==> config.mk <==
export PLATFORM = sky130hd
export DESIGN_NAME = flag_led_sequencer
export DESIGN_NICKNAME = d
export VERILOG_FILES = /design/src/rtl/flag_led_sequencer.sv
export SDC_FILE = /design/constraint.sdc
export NUM_CORES = 1
export LEC_CHECK = 0
export ABC_AREA = 1
export CELL_PAD_IN_SITES_DETAIL_PLACEMENT = 1
export CELL_PAD_IN_SITES_GLOBAL_PLACEMENT = 2
export CORE_ASPECT_RATIO = 1.5
export CORE_MARGIN = 1
export CORE_UTILIZATION = 31
export DETAILED_ROUTE_END_ITERATION = 16
export GPL_TIMING_DRIVEN = 0
export PLACE_DENSITY_LB_ADDON = 0.1
export SYNTH_ARGS = -nofsm -noshare
export SYNTH_HDL_FRONTEND = slang
export SYNTH_SLANG_ARGS = --single-unit
==> constraint.sdc <==
create_clock -name clk -period 2.5 [get_ports clk]
set_input_delay 0.375 -clock clk [delete_from_list [all_inputs] [get_ports clk]]
set_output_delay 0.375 -clock clk [all_outputs]
set_load 0.03 [all_outputs]
==> src/rtl/flag_led_sequencer.sv <==
// flag_led_sequencer: steps an LED pattern every TICK_DIV rising edges of a timebase flag
module flag_led_sequencer #(
  parameter int LED_W    = 8,
  parameter int TICK_DIV = 4
) (
  input  logic             clk,
  input  logic             reset,
  input  logic             flag,
  input  logic             en,
  input  logic [1:0]       mode,
  output logic [LED_W-1:0] led,
  output logic             step_pulse,
  output logic             wrap
);
  localparam int DW = TICK_DIV > 1 ? $clog2(TICK_DIV) : 1;
  localparam logic [LED_W-1:0] ONE = LED_W'(1);
  localparam logic [LED_W-1:0] MSB = ONE << (LED_W - 1);
  typedef enum logic {PP_LEFT, PP_RIGHT} dir_t;
  dir_t dir_q, dir_d, pp_dir;
  logic [DW-1:0] div_q;
  logic [1:0] mode_q;
  logic flag_q, tick, step, wrap_d, blink_lo;
  logic [LED_W-1:0] led_d, shl, shr;
  assign tick = flag & ~flag_q;
  assign step = en & tick & (div_q == DW'(TICK_DIV - 1));
  assign shl = {led[LED_W-2:0], led[LED_W-1]};
  assign shr = {led[0], led[LED_W-1:1]};
  assign blink_lo = (mode_q == 2'b11) & (&led);
  // An end bit forces the bounce direction, so entering ping-pong at either end never shifts off
  assign pp_dir = led[LED_W-1] ? PP_RIGHT : led[0] ? PP_LEFT : dir_q;
  always_comb begin
    led_d = led;
    dir_d = dir_q;
    wrap_d = 1'b0;
    if (mode == 2'b11) begin
      led_d = blink_lo ? '0 : '1;
      wrap_d = blink_lo;
    end else if (mode_q == 2'b11) begin
      led_d = ONE;
      dir_d = PP_LEFT;
    end else if (mode == 2'b00) begin
      led_d = shl;
      wrap_d = shl == ONE;
    end else if (mode == 2'b01) begin
      led_d = shr;
      wrap_d = shr == MSB;
    end else begin
      led_d = pp_dir == PP_LEFT ? shl : shr;
      dir_d = led_d[LED_W-1] ? PP_RIGHT : led_d[0] ? PP_LEFT : pp_dir;
      wrap_d = (pp_dir == PP_RIGHT) & led_d[0];
    end
  end
  always_ff @(posedge clk or posedge reset) begin
    if (reset) begin
      led <= ONE;
      step_pulse <= 1'b0;
      wrap <= 1'b0;
      div_q <= '0;
      dir_q <= PP_LEFT;
      mode_q <= 2'b00;
      flag_q <= 1'b1;
    end else begin
      flag_q <= flag;
      step_pulse <= step;
      wrap <= step & wrap_d;
      if (en & tick) div_q <= step ? '0 : div_q + 1'b1;
      if (step) begin
        led <= led_d;
        dir_q <= dir_d;
        mode_q <= mode;
      end
    end
  end
endmodule

After elaboration in Yosys (flattened, before gate mapping)
Index checks and enable logic that the tools add are counted.
{"block": "op_classes", "reduce_logical": 3, "n_bitwise": 8, "n_eq_ne": 8, "n_addsub": 1, "mux": 18}
{"op": "$mux W8", "count": 6}
{"op": "$mux W1", "count": 11}
{"op": "$eq A8 B1 Y1 const B", "count": 1}
{"op": "$eq A8 B8 Y1 const B", "count": 1}
{"op": "$reduce_and A8 Y1", "count": 1}
{"op": "$and A1 B1 Y1", "count": 6}
{"op": "$eq A2 B2 Y1 const B", "count": 3}
{"op": "$ne A2 B2 Y1 const B", "count": 2}
{"op": "$reduce_and A4 Y1", "count": 1}
{"op": "$add A2 B1 Y2 const B", "count": 1}
{"op": "$eq A2 B1 Y1 const B", "count": 1}
{"op": "$logic_not A2 Y1", "count": 1}
{"op": "$mux W2", "count": 1}
{"op": "$not A1 Y1", "count": 2}
{"block": "totals", "elab_cells": 45, "register_bits": 16}

Logic depth before layout (Yosys ltp)
{"block": "depth", "word_depth": 9, "mapped_depth": 8}

Worst setup path before layout
Ideal clock, no wire load.
{"block": "synth_timing", "path_type": "flip-flop to flip-flop", "from": "reg led[0]", "to": "reg led[6]", "arrival_time_ns": 1.204, "period_less_slack_ns": 1.332, "slack_ns": 1.168, "stages_incl_launch_ff": 6, "setup_time_ns": 0.129, "path_cell_list": "dfstp_2 > nand2_1 > nor2_1 > nand3_1 > a21oi_4 > a21oi_1"}
{"block": "synth_via", "elab_chain_len": 7, "word_cells_on_any_way": 10, "classes_between": "8 x mux; 1 x bitwise; 1 x reduce/logical"}
{"element": "start: declaration", "line_no": "11", "source": "output logic [LED_W-1:0] led,"}
{"element": "start signal: assignment", "line_no": "68", "source": "led <= led_d;"}
{"element": "$mux W1 (2 in series)", "line_no": "30", "source": "assign pp_dir = led[LED_W-1] ? PP_RIGHT : led[0] ? PP_LEFT : dir_q;"}
{"element": "$mux W8", "line_no": "48", "source": "led_d = pp_dir == PP_LEFT ? shl : shr;"}
{"element": "$mux W8", "line_no": "44", "source": "end else if (mode == 2'b01) begin"}
{"element": "$mux W8", "line_no": "41", "source": "end else if (mode == 2'b00) begin"}
{"element": "$mux W8", "line_no": "38", "source": "end else if (mode_q == 2'b11) begin"}
{"element": "$mux W8 (*)", "line_no": "35", "source": "if (mode == 2'b11) begin"}
Every way passes the cells marked *; elsewhere a longest branch is shown, timed or not.
A chain may end at the register's enable or synchronous reset.

Worst setup path in the final report
{"block": "layout_timing", "from": "reg led[0]", "to": "out led[0]"}
No word-level cell between the ends.

==> results.yml <==
sta:
  hold_viol_final: 0
  fin_crit_sh_pct: 75.8
  rsz0062_at_grt: "no"
  slew_violations: 0
  tns_ns: 0
  hold_slack_ns: 0.490
  fmax_mhz: 528
  clock-skew-final_ns: 0.00362
  worst_pin_slew_ns: 0.652
  max_slew_margin_pct: 56.5
  setup_viol: 0
  fin_crit_ns: 1.89
  fin_ws_ns: 0.606
route:
  wl_per_cell_um: 14.4
  viasPerCell: 5.02
  route.vias.total: 954
  first_iter_violations: 15
  drtAntennaViolNets: 0
  drt_pass1_iterations: 4
  drc_errors: 0
  wl_mm: 2.73
critical_path:
  crit_type: "flip-flop to output pin"
  critical_path.top_delay_family: "buffers and inverters"
  crit_chain: "clkdlybuf4s50_1"
  critPathBufInv: 1
  start_kind: "flip-flop"
  critPathArrivalTime_ns: 1.52
  worstPathRequired_ns: 2.12
  slowest_stage: "clkdlybuf4s50_1"
  max_stage_delay_ns: 0.69
  path_max_fanout: 5
  worst_setup_path_end_kind: "output pin"
grt:
  use_met1_pct: 23.1
  grt_util_met2_pct: 33.3
  grt_busiest_layer: "met2"
  grt_pass1_wl_mm: 4.72
  antenna_found_initial: 0
  met3_usage_pct: 3.62
  globalRoute.totalOverflow: 0
  grt_usage_pct: 20.1
  grt_max_degree: 17
  grt_pass1_vias: 1029
synth:
  yosys_warnings: 0
  synth_ff_type: "dfrtp_1"
  synth.most_common_cell: "nand2_1"
  yosysSeqAreaShare_pct: 42.1
  synth-seq-cells: 16
  synth_edf_count: 0
  synth_cell_type_count: 19
  syn-num-nets: 139
  synthCells: 132
  ys_top_cells_by_area: "dfrtp_1 37%, nand2_1 14%, nand3_1 12%"
  netlist_area_um2: 957
  yosys-top-cells-count: "35 x nand2_1, 23 x nand3_1, 17 x inv_1"
  avgSynthCellArea_um2: 7.25
  synth_top_area_cell: "dfrtp_1"
  synthArstFlopShare_pct: 100
  yosys.area.top_type_share_pct: 36.6
worst_hold_path:
  hp-class: "flip-flop to flip-flop"
die:
  initial_utilization_pct: 32.9
  core-area_um2: 2910
  die-width_um: 47.4
  rows: 24
  die_h_um: 70.1
  die_area_um2: 3320
  io_pins: 16
clock_network:
  ctsResizeCount: 0
  cts_hold_buf: 0
  numCtsBuffers: 3
  htreeDepth: 1
  clk_pin_slew_ns: 0.07
  cts_tree: "done"
  cts_sinks: 16
  cts_buffer_depth: 2
  cts_setup_buffers: 0
  clk_latency_ns: 0.25
  clockRootBuffer: "clkbuf_8"
placed_design:
  gp_congestion: 0.801
  place_area_um2: 1160
  pre_cts_ws_ns: 0.666
  port_buffers: 15
  placed_cells: 186
  hpwl_mm: 2.02
pwr:
  power_density_nw_per_um2: 1080
  p_total_mw: 1.31
  ir_drop_mv: 0.386
  leakagePower_nw: 0.639
cells_and_area:
  finalNonFillerCells: 190
  synthToLayoutAreaGrowth_pct: 26.5
  num-nets-final: 159
  fin_util_pct: 41.6
  diodes: 0
  drive_gt1_share_pct: 11.9
  design_area_um2: 1210
job:
  max-cap-violations: 0
run_status:
  outcome: "complete, no violations"
[power by group]
part | leakage, nW | switching (mW) | internal, mW
clock network | 0.0288 | 0.0951 | 0.140
registers | 0.175 | 0.0848 | 0.349
logic | 0.435 | 0.390 | 0.247
total | 0.639 | 0.570 | 0.736
[worst register-to-register path, stage by stage, from the launching register on]
cell	delay, ns
dfstp_2	0.58
inv_1	0.12
nand2_1	0.08
nand3_1	0.23
nand3_1	0.16
nand3_1	0.08
a21boi_1	0.15
[cells by family after synthesis]
family	Yosys count	share of synthesized area, %
adder cells (fa/ha/maj)	1	1.31
multiplexers	1	1.18
AO/OA/AOI/OAI	21	14.0
AND/OR/NAND/NOR	70	32.2
buffers and inverters	23	9.28
flip-flops	16	42.1
[layer usage]
metal / wire length (µm) / vias to the layer above
met5: 0 / -
met4: 95 / 0
met3: 77 / 11
met2: 1440 / 16
met1: 1120 / 464
li1: - / 463
[cell usage in the layout, fill, tap and decap left out]
cell             Yosys  final
a21boi_0             1      1
a21boi_1             6      6
a21oi_1              4      4
a21oi_4              1      1
buf_2                2      2
clkbuf_8             0      4
clkdlybuf4s50_1      0     15
dfrtp_1             14     14
dfstp_2              2      2
ha_1                 1      1
inv_1               17     17
inv_2                4      4
mux2_2               1      1
nand2_1             35     35
nand2_2              2      2
nand3_1             23     23
nand3_2              1      1
nand4_1              1      1
nor2_1               7      7
nor2_2               1      1
o21ai_0              9      9
[state kept, by name (all words and copies together), names as in the netlist]
name	count
wrap	1
dir_q	1
mode_q	2
step_pulse	1
flag_q	1
led	8
div_q	2
[path summary, 6_finish.rpt]
kind	startpoint	to	slack, ns	cells past startpoint
hold reg to reg	mode_q[0]$_DFFE_PP0P_	mode_q[0]$_DFFE_PP0P_	0.49	2
setup reg to reg	led[0]$_DFFE_PP1P_	led[2]$_DFFE_PP0P_	1.03	6
min in group asynchronous	reset	led[7]$_DFFE_PP0P_	0.51	2
max in group asynchronous	reset	led[4]$_DFFE_PP0P_	1.57	2
setup / recovery	led[0]$_DFFE_PP1P_	led[0]	0.61	1
hold / removal	mode_q[0]$_DFFE_PP0P_	mode_q[0]$_DFFE_PP0P_	0.49	2
[cell type report]
class	count	area [µm²]
flip-flops and latches	16	403
multi-input cells	93	465
inverters	21	78.8
clock buffers	4	55.1
well taps	39	48.8
plain buffers	2	10.0
fillers	388	1700
repair buffers	15	150
Power figures use the tool's default switching activity.
